### src/rtl/reg_port_master.sv
// Request FIFO + sequencer driving a single-cycle-latency storage register port.
// Optional readback check of every write: define READBACK_VERIFY_EN.
module reg_port_master #(
  parameter int W     = 16,
  parameter int DEPTH = 2,
  parameter int CNT_W = 16
) (
  input  logic             clk,
  input  logic             rst_n,
  input  logic             req_valid,
  output logic             req_ready,
  input  logic             req_write,
  input  logic [W-1:0]     req_wdata,
  output logic             rsp_valid,
  input  logic             rsp_ready,
  output logic [W-1:0]     rsp_rdata,
  output logic             rsp_err,
  output logic             reg_rw,
  output logic [W-1:0]     reg_wdata,
  input  logic [W-1:0]     reg_rdata,
  output logic             busy,
  output logic [CNT_W-1:0] txn_count
);

  localparam int AW = $clog2(DEPTH);
  localparam logic [AW:0] CNT_FULL = (AW+1)'(DEPTH);

  typedef struct packed {
    logic         write;
    logic [W-1:0] wdata;
  } req_t;

`ifdef READBACK_VERIFY_EN
  typedef enum logic [2:0] {IDLE, WR, RD_ISSUE, RD_CAPT, RESP, RB_ISSUE, RB_CAPT} state_t;
`else
  typedef enum logic [2:0] {IDLE, WR, RD_ISSUE, RD_CAPT, RESP} state_t;
`endif

  state_t state, state_next;

  req_t          mem [DEPTH];
  logic [AW-1:0] wr_ptr, rd_ptr;
  logic [AW:0]   count;
  logic          push, pop, empty, full;
  req_t          head;

  assign empty     = (count == '0);
  assign full      = (count == CNT_FULL);
  assign req_ready = !full;
  assign push      = req_valid && req_ready;
  assign head      = mem[rd_ptr];
  assign busy      = (state != IDLE) || !empty;

  // NOTE: storage array has no reset; only pointers and count do, which is
  // enough to make stale entries unreachable and keeps the array a plain RAM.
  always_ff @(posedge clk) begin
    if (push) mem[wr_ptr] <= '{write: req_write, wdata: req_wdata};
  end

  // NOTE: sequential state always uses non-blocking assignments so every flop
  // samples pre-edge values regardless of block ordering.
  always_ff @(posedge clk or negedge rst_n) begin
    if (!rst_n) begin
      wr_ptr <= '0;
      rd_ptr <= '0;
      count  <= '0;
    end else begin
      if (push) wr_ptr <= wr_ptr + AW'(1);
      if (pop)  rd_ptr <= rd_ptr + AW'(1);
      count <= count + (AW+1)'(push) - (AW+1)'(pop);
    end
  end

  always_ff @(posedge clk or negedge rst_n) begin
    if (!rst_n) state <= IDLE;
    else        state <= state_next;
  end

  // NOTE: every output of this block is given a default first, so no path
  // leaves a variable unassigned and no latch is inferred.
  always_comb begin
    state_next = state;
    pop        = 1'b0;
    case (state)
      IDLE: begin
        if (!empty) begin
          pop        = 1'b1;
          state_next = head.write ? WR : RD_ISSUE;
        end
      end
`ifdef READBACK_VERIFY_EN
      WR:       state_next = RB_ISSUE;
      RB_ISSUE: state_next = RB_CAPT;
      RB_CAPT:  state_next = RESP;
`else
      WR:       state_next = RESP;
`endif
      RD_ISSUE: state_next = RD_CAPT;
      RD_CAPT:  state_next = RESP;
      RESP:     if (rsp_ready) state_next = IDLE;
      default:  state_next = IDLE;
    endcase
  end

  // Outputs are registered from the next state, so they line up with the state
  // they belong to; reg_wdata doubles as the in-flight write data.
  always_ff @(posedge clk or negedge rst_n) begin
    if (!rst_n) begin
      rsp_valid <= 1'b0;
      rsp_rdata <= '0;
      reg_rw    <= 1'b0;
      reg_wdata <= '0;
      txn_count <= '0;
    end else begin
      reg_rw    <= (state_next == WR);
      rsp_valid <= (state_next == RESP);
      if (pop && head.write)       reg_wdata <= head.wdata;
      if (state == WR)             rsp_rdata <= reg_wdata;
      if (state == RD_CAPT)        rsp_rdata <= reg_rdata;
      if (rsp_valid && rsp_ready)  txn_count <= txn_count + CNT_W'(1);
    end
  end

`ifdef READBACK_VERIFY_EN
  always_ff @(posedge clk or negedge rst_n) begin
    if (!rst_n) begin
      rsp_err <= 1'b0;
    end else begin
      case (state)
        WR, RD_CAPT: rsp_err <= 1'b0;
        RB_CAPT:     rsp_err <= (reg_rdata != reg_wdata);
        default:     ;
      endcase
    end
  end
`else
  assign rsp_err = 1'b0;
`endif

endmodule

### config.mk
export PLATFORM = sky130hd
export DESIGN_NAME = reg_port_master
export DESIGN_NICKNAME = d
export VERILOG_FILES = /design/src/rtl/reg_port_master.sv
export SDC_FILE = /design/constraint.sdc
export NUM_CORES = 1
export LEC_CHECK = 0
export CAP_MARGIN = 25
export CELL_PAD_IN_SITES_DETAIL_PLACEMENT = 0
export CELL_PAD_IN_SITES_GLOBAL_PLACEMENT = 1
export CORE_ASPECT_RATIO = 1.4
export CORE_MARGIN = 3
export CORE_UTILIZATION = 42
export DETAILED_ROUTE_END_ITERATION = 16
export GPL_ROUTABILITY_DRIVEN = 0
export GPL_TIMING_DRIVEN = 0
export PLACE_DENSITY_LB_ADDON = 0.1
export SETUP_SLACK_MARGIN = 0.05
export SLEW_MARGIN = 10
export SYNTH_ARGS = -nofsm -noshare
export SYNTH_HDL_FRONTEND = slang
export SYNTH_SLANG_ARGS = --single-unit
export TNS_END_PERCENT = 100
### constraint.sdc
create_clock -name clk -period 3.9 [get_ports clk]
set_clock_uncertainty 0.05 [all_clocks]
set_input_delay 0.78 -clock clk [delete_from_list [all_inputs] [get_ports clk]]
set_output_delay 0.78 -clock clk [all_outputs]
set_load 0.005 [all_outputs]
==> flow_metrics.tcl, run 1 <==
set metrics [dict create \
    initial_core_util_pct 43.39 \
    grt_pass1_wl_um 11720 \
    met1_usage_pct 19.80 \
    crit_type "reg -> out" \
    syn_area_per_cell_um2 13.30 \
    area_delta_synth_final_pct 37.24 \
    htreeDepth 3 \
    final_cell_mix "clkdlybuf4s50_1, dfrtp_1, edfxtp_1" \
    final-setup-viol-count 0 \
    nets 408 \
    critPathMaxStageDelay_ns 0.47 \
    cts-root-buf "clkbuf_16" \
    grt.busiest_layer "met2" \
    cts_sinks 91 \
    antenna_found_initial 0 \
    path_buf_inv 1 \
    cp_max_fo 5 \
    fp.dieH_um 115.2 \
    wl_um 7192 \
    antenna_left 0 \
    syn-instance-count 269 \
    via_per_inst 4.861 \
    min_path_type "reg -> reg" \
    end_kind "output port" \
    yosysWarnings 0 \
    min_period_ns 2.495 \
    ys_seq_area_share_pct 68.39 \
    fmax_mhz 400.7 \
    crit_chain "nor3_1 -> nand2_1 -> clkdlybuf4s50_1" \
    cts_resized 0 \
    core_um2 8247 \
    cts.clk_slew.worst_paths_ns 0.07 \
    finalHoldViolations 0 \
    die-area_um2 9679 \
    numPortBuffers 88 \
    grtUsageMet3_pct 2.724 \
    placed_cells_incl_taps 459 \
    outcome "complete, no violations" \
    drv_slew 0 \
    start_kind "register" \
    cts_setup_buffers 0 \
    synthesis.area_um2 3578 \
    cts-hold-fix-buffers 0 \
    drive_gt1_share_pct 8.043 \
    leakage_uw 0.002032 \
    grtUsageMet2_pct 26.08 \
    clk_latency_ns 0.33 \
    rsz0062_at_grt "no" \
    final_common_cell "clkdlybuf4s50_1" \
    cts_tree "done" \
    synth-seq-cells 91 \
    syn_nets 309 \
    worst_pin_slew_ns 0.8516 \
    min_period_over_period_pct 63.98 \
    grt.total_usage_pct 15.36 \
    drv_cap 0 \
    die_w_um 84.01 \
    vias 2309 \
    critical_path.top_delay_family "buffers and inverters" \
    drt_iter0_drc 122 \
    rows 39 \
    fin_setup_tns_ns 0 \
    hpwl_um 5383 \
    grt_max_degree 58 \
    arrival_ns 1.67 \
    route.detailed.drc 0 \
    cts_max_path_buffers 2 \
    antenna-diode-count 0 \
    drt-pass1-iter-count 4 \
    powerDensity_nw_per_um2 767.8 \
    crit_required_ns 3.07 \
    synth.distinct_cells 26 \
    grt_pass1_vias 2303 \
    cp_slowest_cell "clkdlybuf4s50_1" \
    grt_overflow 0 \
    io_pins 90 \
    ir_worst_vdd_uv 345.8 \
    utilization_pct 59.55 \
    cts_made_buffers 9 \
    stdcell_count 475 \
    drt-wirelength-per-cell_um 15.14 \
    max-slew-margin-rel_pct 43.16 \
]
## per-stage QoR
step | setup WS, ns | total power, uW | cell area (um2) | hold WS, ns
2_1_floorplan | 1.850 | 2210 | 3578 | 0.4108
3_3_place_gp | 0.1823 | 2858 | 4587 | 0.4110
3_5_place_dp | 1.368 | 2891 | 4587 | 0.4235
4_1_cts | 1.379 | 3824 | 4911 | 0.4376
5_1_grt | 1.285 | 4024 | 4911 | 0.4529
6_report | 1.405 | 3771 | 4911 | 0.4295
## where the power goes
group,internal (uW),total [uW],switching (uW)
Clock,566,923,357
Combinational,714,1300,587
Sequential,1340,1550,211
## final timing paths
path / startpoint / endpoint / slack, ns / cells past startpoint
min in group asynchronous: rst_n / txn_count[0]$_DFFE_PN0P_ / 0.45 / 1
max in group asynchronous: rst_n / reg_wdata[2]$_DFFE_PN0P_ / 2.86 / 1
worst min register to register: txn_count[15]$_DFFE_PN0P_ / txn_count[15]$_DFFE_PN0P_ / 0.43 / 1
worst max register to register: state[2]$_DFF_PN0_ / count[1]$_DFF_PN0_ / 1.95 / 7
worst min-delay path: txn_count[15]$_DFFE_PN0P_ / txn_count[15]$_DFFE_PN0P_ / 0.43 / 1
worst max-delay path: state[2]$_DFF_PN0_ / busy / 1.40 / 3
## layout make-up
| cell class | count | area [um2] |
|---|---|---|
| clock buffers | 9 | 225.2 |
| clock inverters | 7 | 98.84 |
| multi-input cells | 162 | 1054 |
| inverters | 4 | 15.01 |
| well taps | 102 | 127.6 |
| repair buffers | 88 | 878.3 |
| plain buffers | 12 | 65.06 |
| flip-flops and latches | 91 | 2447 |
| fillers | 703 | 3336 |
## cell families after synthesis
kind of cell    synth area share (%)
simple gates                   9.406
fa+ha+maj                      1.049
other cells                   0.1048
mux                            9.546
compound gates                 4.615
flops                          68.39
buf+inv                        2.238
xor+xnor                       4.650
## routing by layer
layer	vias to the layer above	wire (um)
li1	1136	-
met1	1109	3134
met2	56	3704
met3	8	261
met4	0	92
met5	-	0
## cells in the mapped netlist
| master | n | share of area [%] |
|---|---|---|
| nor4_1 | 1 | 0.17 |
| xor2_1 | 5 | 1.2 |
| nand4_1 | 3 | 0.52 |
| dfrtp_1 | 57 | 40 |
| ha_1 | 3 | 1.0 |
| inv_1 | 4 | 0.42 |
| buf_4 | 4 | 0.84 |
| conb_1 | 1 | 0.10 |
| nand3_1 | 5 | 0.70 |
| nand2b_1 | 2 | 0.35 |
| nor3_1 | 4 | 0.56 |
| a21oi_1 | 17 | 2.4 |
| buf_2 | 4 | 0.56 |
| o21ai_0 | 16 | 2.2 |
| clkbuf_1 | 4 | 0.42 |
| and3_1 | 3 | 0.52 |
| nor2_1 | 24 | 2.5 |
| nor3b_4 | 1 | 0.52 |
| xnor2_1 | 14 | 3.4 |
| nor2b_1 | 1 | 0.17 |
| edfxtp_1 | 34 | 29 |
| or4b_2 | 1 | 0.28 |
| mux2_2 | 1 | 0.31 |
| nor4_2 | 1 | 0.35 |
| mux2i_1 | 33 | 9.2 |
| nand2_1 | 26 | 2.7 |
## registers in the layout, summed over array words and instances, names as in the netlist
name       count
mem           34
reg_wdata     16
rsp_rdata     16
txn_count     16
state          3
count          2
rd_ptr         1
reg_rw         1
rsp_valid      1
wr_ptr         1
No activity file was read; power rests on OpenSTA's default activity.
==> run 2, diff against run 1 <==
--- a/config.mk
+++ b/config.mk
@@ -10,7 +10,7 @@
 export CELL_PAD_IN_SITES_GLOBAL_PLACEMENT = 1
 export CORE_ASPECT_RATIO = 1.4
 export CORE_MARGIN = 3
-export CORE_UTILIZATION = 42
+export CORE_UTILIZATION = 35
 export DETAILED_ROUTE_END_ITERATION = 16
 export GPL_ROUTABILITY_DRIVEN = 0
 export GPL_TIMING_DRIVEN = 0
==> constraint.sdc (replaced) <==
create_clock -name clk -period 2 [get_ports clk]
set_clock_uncertainty 0.05 [all_clocks]
set_input_delay 0.4 -clock clk [delete_from_list [all_inputs] [get_ports clk]]
set_output_delay 0.4 -clock clk [all_outputs]
set_load 0.005 [all_outputs]
==> run 2 against run 1 <==
Wire length rose by 7.5%. Combinational power rose by 100%. Sequential power rose by 94%. Clock power rose by 84%. Worst setup slack got worse by 1.3 ns. Worst hold slack got worse by 0.36 ns. Design area rose by 1.2%. First-iteration DRC count fell by 22%. Register-to-register slack got worse by 1.7 ns. Die area rose by 19%. Clock-buffer cell count rose by 5. Cell count rose by 7.6%. Largest cell class unchanged.
==> flow_metrics.tcl, run 2 (synthesis gave the netlist of run 1 again) <==
set metrics [dict create \
    outcome "complete, no violations" \
    nets 411 \
    drv_cap 0 \
    powerDensity_nw_per_um2 1481 \
    cts_made_buffers 9 \
    fp.dieH_um 125.6 \
    drt-wirelength-per-cell_um 15.13 \
    grt_overflow 0 \
    crit_type "reg -> out" \
    final_cell_mix "clkdlybuf4s50_1, dfrtp_1, edfxtp_1" \
    vias 2339 \
    post-route-worst-setup-slack_ns 0.1397 \
    min_path_type "in -> async" \
    grt.total_usage_pct 14.18 \
    core_um2 9953 \
    clk_latency_ns 0.33 \
    pre_cts_ws_ns -0.1859 \
    numPortBuffers 88 \
    initial_core_util_pct 35.95 \
    crit_required_ns 1.55 \
    fmax_mhz 537.5 \
    max-slew-margin-rel_pct 45.30 \
    grt_max_degree 58 \
    drt_iter0_drc 95 \
    final_area_um2 4969 \
    final_common_cell "clkdlybuf4s50_1" \
    drv_slew 0 \
    r2r-start "state[2]$_DFF_PN0_" \
    largest_reg_flops 34 \
    drive_gt1_share_pct 8.777 \
    htreeDepth 3 \
    hold_slack_ns 0.06852 \
    cp_max_fo 3 \
    io_pins 90 \
    cts_sinks 91 \
    route.detailed.drc 0 \
    ff2ff_setup_slack_ns 0.26 \
    rsz0062_at_grt "no" \
    leakage_uw 0.002040 \
    min_period_ns 1.860 \
    final-setup-viol-count 0 \
    fill_cells 931 \
    min_period_over_period_pct 93.02 \
    regMostFlops "mem" \
    wl_um 7730 \
    antenna-diode-count 0 \
    arrival_ns 1.41 \
    cts-hold-fix-buffers 0 \
    ir_worst_vdd_uv 484.4 \
    grt_pass1_vias 2406 \
    die-area_um2 11490 \
    cts-root-buf "clkbuf_16" \
    r2r_end "count[1]$_DFF_PN0_" \
    area_delta_synth_final_pct 38.85 \
    rows 43 \
    hpwl_um 5591 \
    start_kind "register" \
    via_per_inst 4.577 \
    cts_tree "done" \
    total_power_uw 7358 \
    cts.clk_slew.worst_paths_ns 0.06 \
    grt_pass1_wl_um 12600 \
    r2r_cells 7 \
    drt-pass1-iter-count 4 \
    antenna_left 0 \
    die_w_um 91.46 \
    finalHoldViolations 0 \
    end_kind "output port" \
    placed_cells_incl_taps 492 \
    worst_pin_slew_ns 0.8204 \
    antenna_found_initial 0 \
    cts_max_path_buffers 2 \
    placed_cell_area_um2 4628 \
    stdcell_count 511 \
]
## run 2: changes by cell type in the layout (fill, tap and decap cells not counted), moves of 2 or more
| cell | before | now |
|---|---|---|
| buf_4 | 5 | 8 |
| clkbuf_1 | 4 | 7 |
| clkbuf_8 | 0 | 2 |
| inv_6 | 2 | 0 |
| nor2_4 | 0 | 2 |
## run 2: layout make-up
| type | count | area, um2 | area share (%) |
|---|---|---|---|
| buffer | 12 | 65.06 | 1.309 |
| clock buffer | 14 | 264.0 | 5.314 |
| clock inverter | 2 | 35.03 | 0.7051 |
| inverter | 4 | 15.01 | 0.3022 |
| multi-input combinational | 162 | 1074 | 21.61 |
| sequential | 91 | 2447 | 49.26 |
| tap | 135 | 168.9 | 3.400 |
| timing repair buffer | 91 | 899.6 | 18.11 |
## run 2: through the flow
| step | util, % | setup TNS [ns] |
|---|---|---|
| 2_1_floorplan | - | 0 |
| 5_1_grt | 49.92 | 0 |
| 3_3_place_gp | 46.50 | -90.56 |
| 3_5_place_dp | 46.50 | -4.565 |
| 4_1_cts | 49.69 | 0 |
| 6_report | 49.92 | 0 |
## run 2: how the worst max path moves through the flow
stage,start,slack [ns],endpoint
2_1_floorplan,count[1]$_DFF_PN0_,0.20,mem[0][0]$_DFFE_PP_
3_3_place_gp,rst_n,-1.42,reg_wdata[6]$_DFFE_PN0P_
3_5_place_dp,rsp_ready,-0.19,txn_count[14]$_DFFE_PN0P_
4_1_cts,count[0]$_DFF_PN0_,0.1,mem[0][11]$_DFFE_PP_
5_1_grt,rsp_ready,0.05,txn_count[12]$_DFFE_PN0P_
6_report,count[1]$_DFF_PN0_,0.14,req_ready
## run 2: repair_timing
action	in CTS	in global routing
pin swaps	1	0
endpoints found under the hold margin	0	0
buffers inserted	1	2
gates resized for setup	4	2
setup endpoints to repair	2	19
## run 2: metal layers
metal / GRT usage, % / vias to the layer above / routed length [um]
met5: 0 / - / 0
met4: 6.750 / 0 / 195
met3: 3.883 / 14 / 499
met2: 22.38 / 71 / 3803
met1: 18.04 / 1112 / 3230
li1: - / 1142 / -
## run 2: worst max-delay path: stages (launching register included)
cell,delay [ns]
dfrtp_1,0.43
nand2b_1,0.14
clkdlybuf4s50_1,0.51
## run 2: where the power goes
part	total, uW	switching (uW)	internal, uW
combinational	2640	1200	1440
sequential	3010	408	2600
clock	1700	665	1040
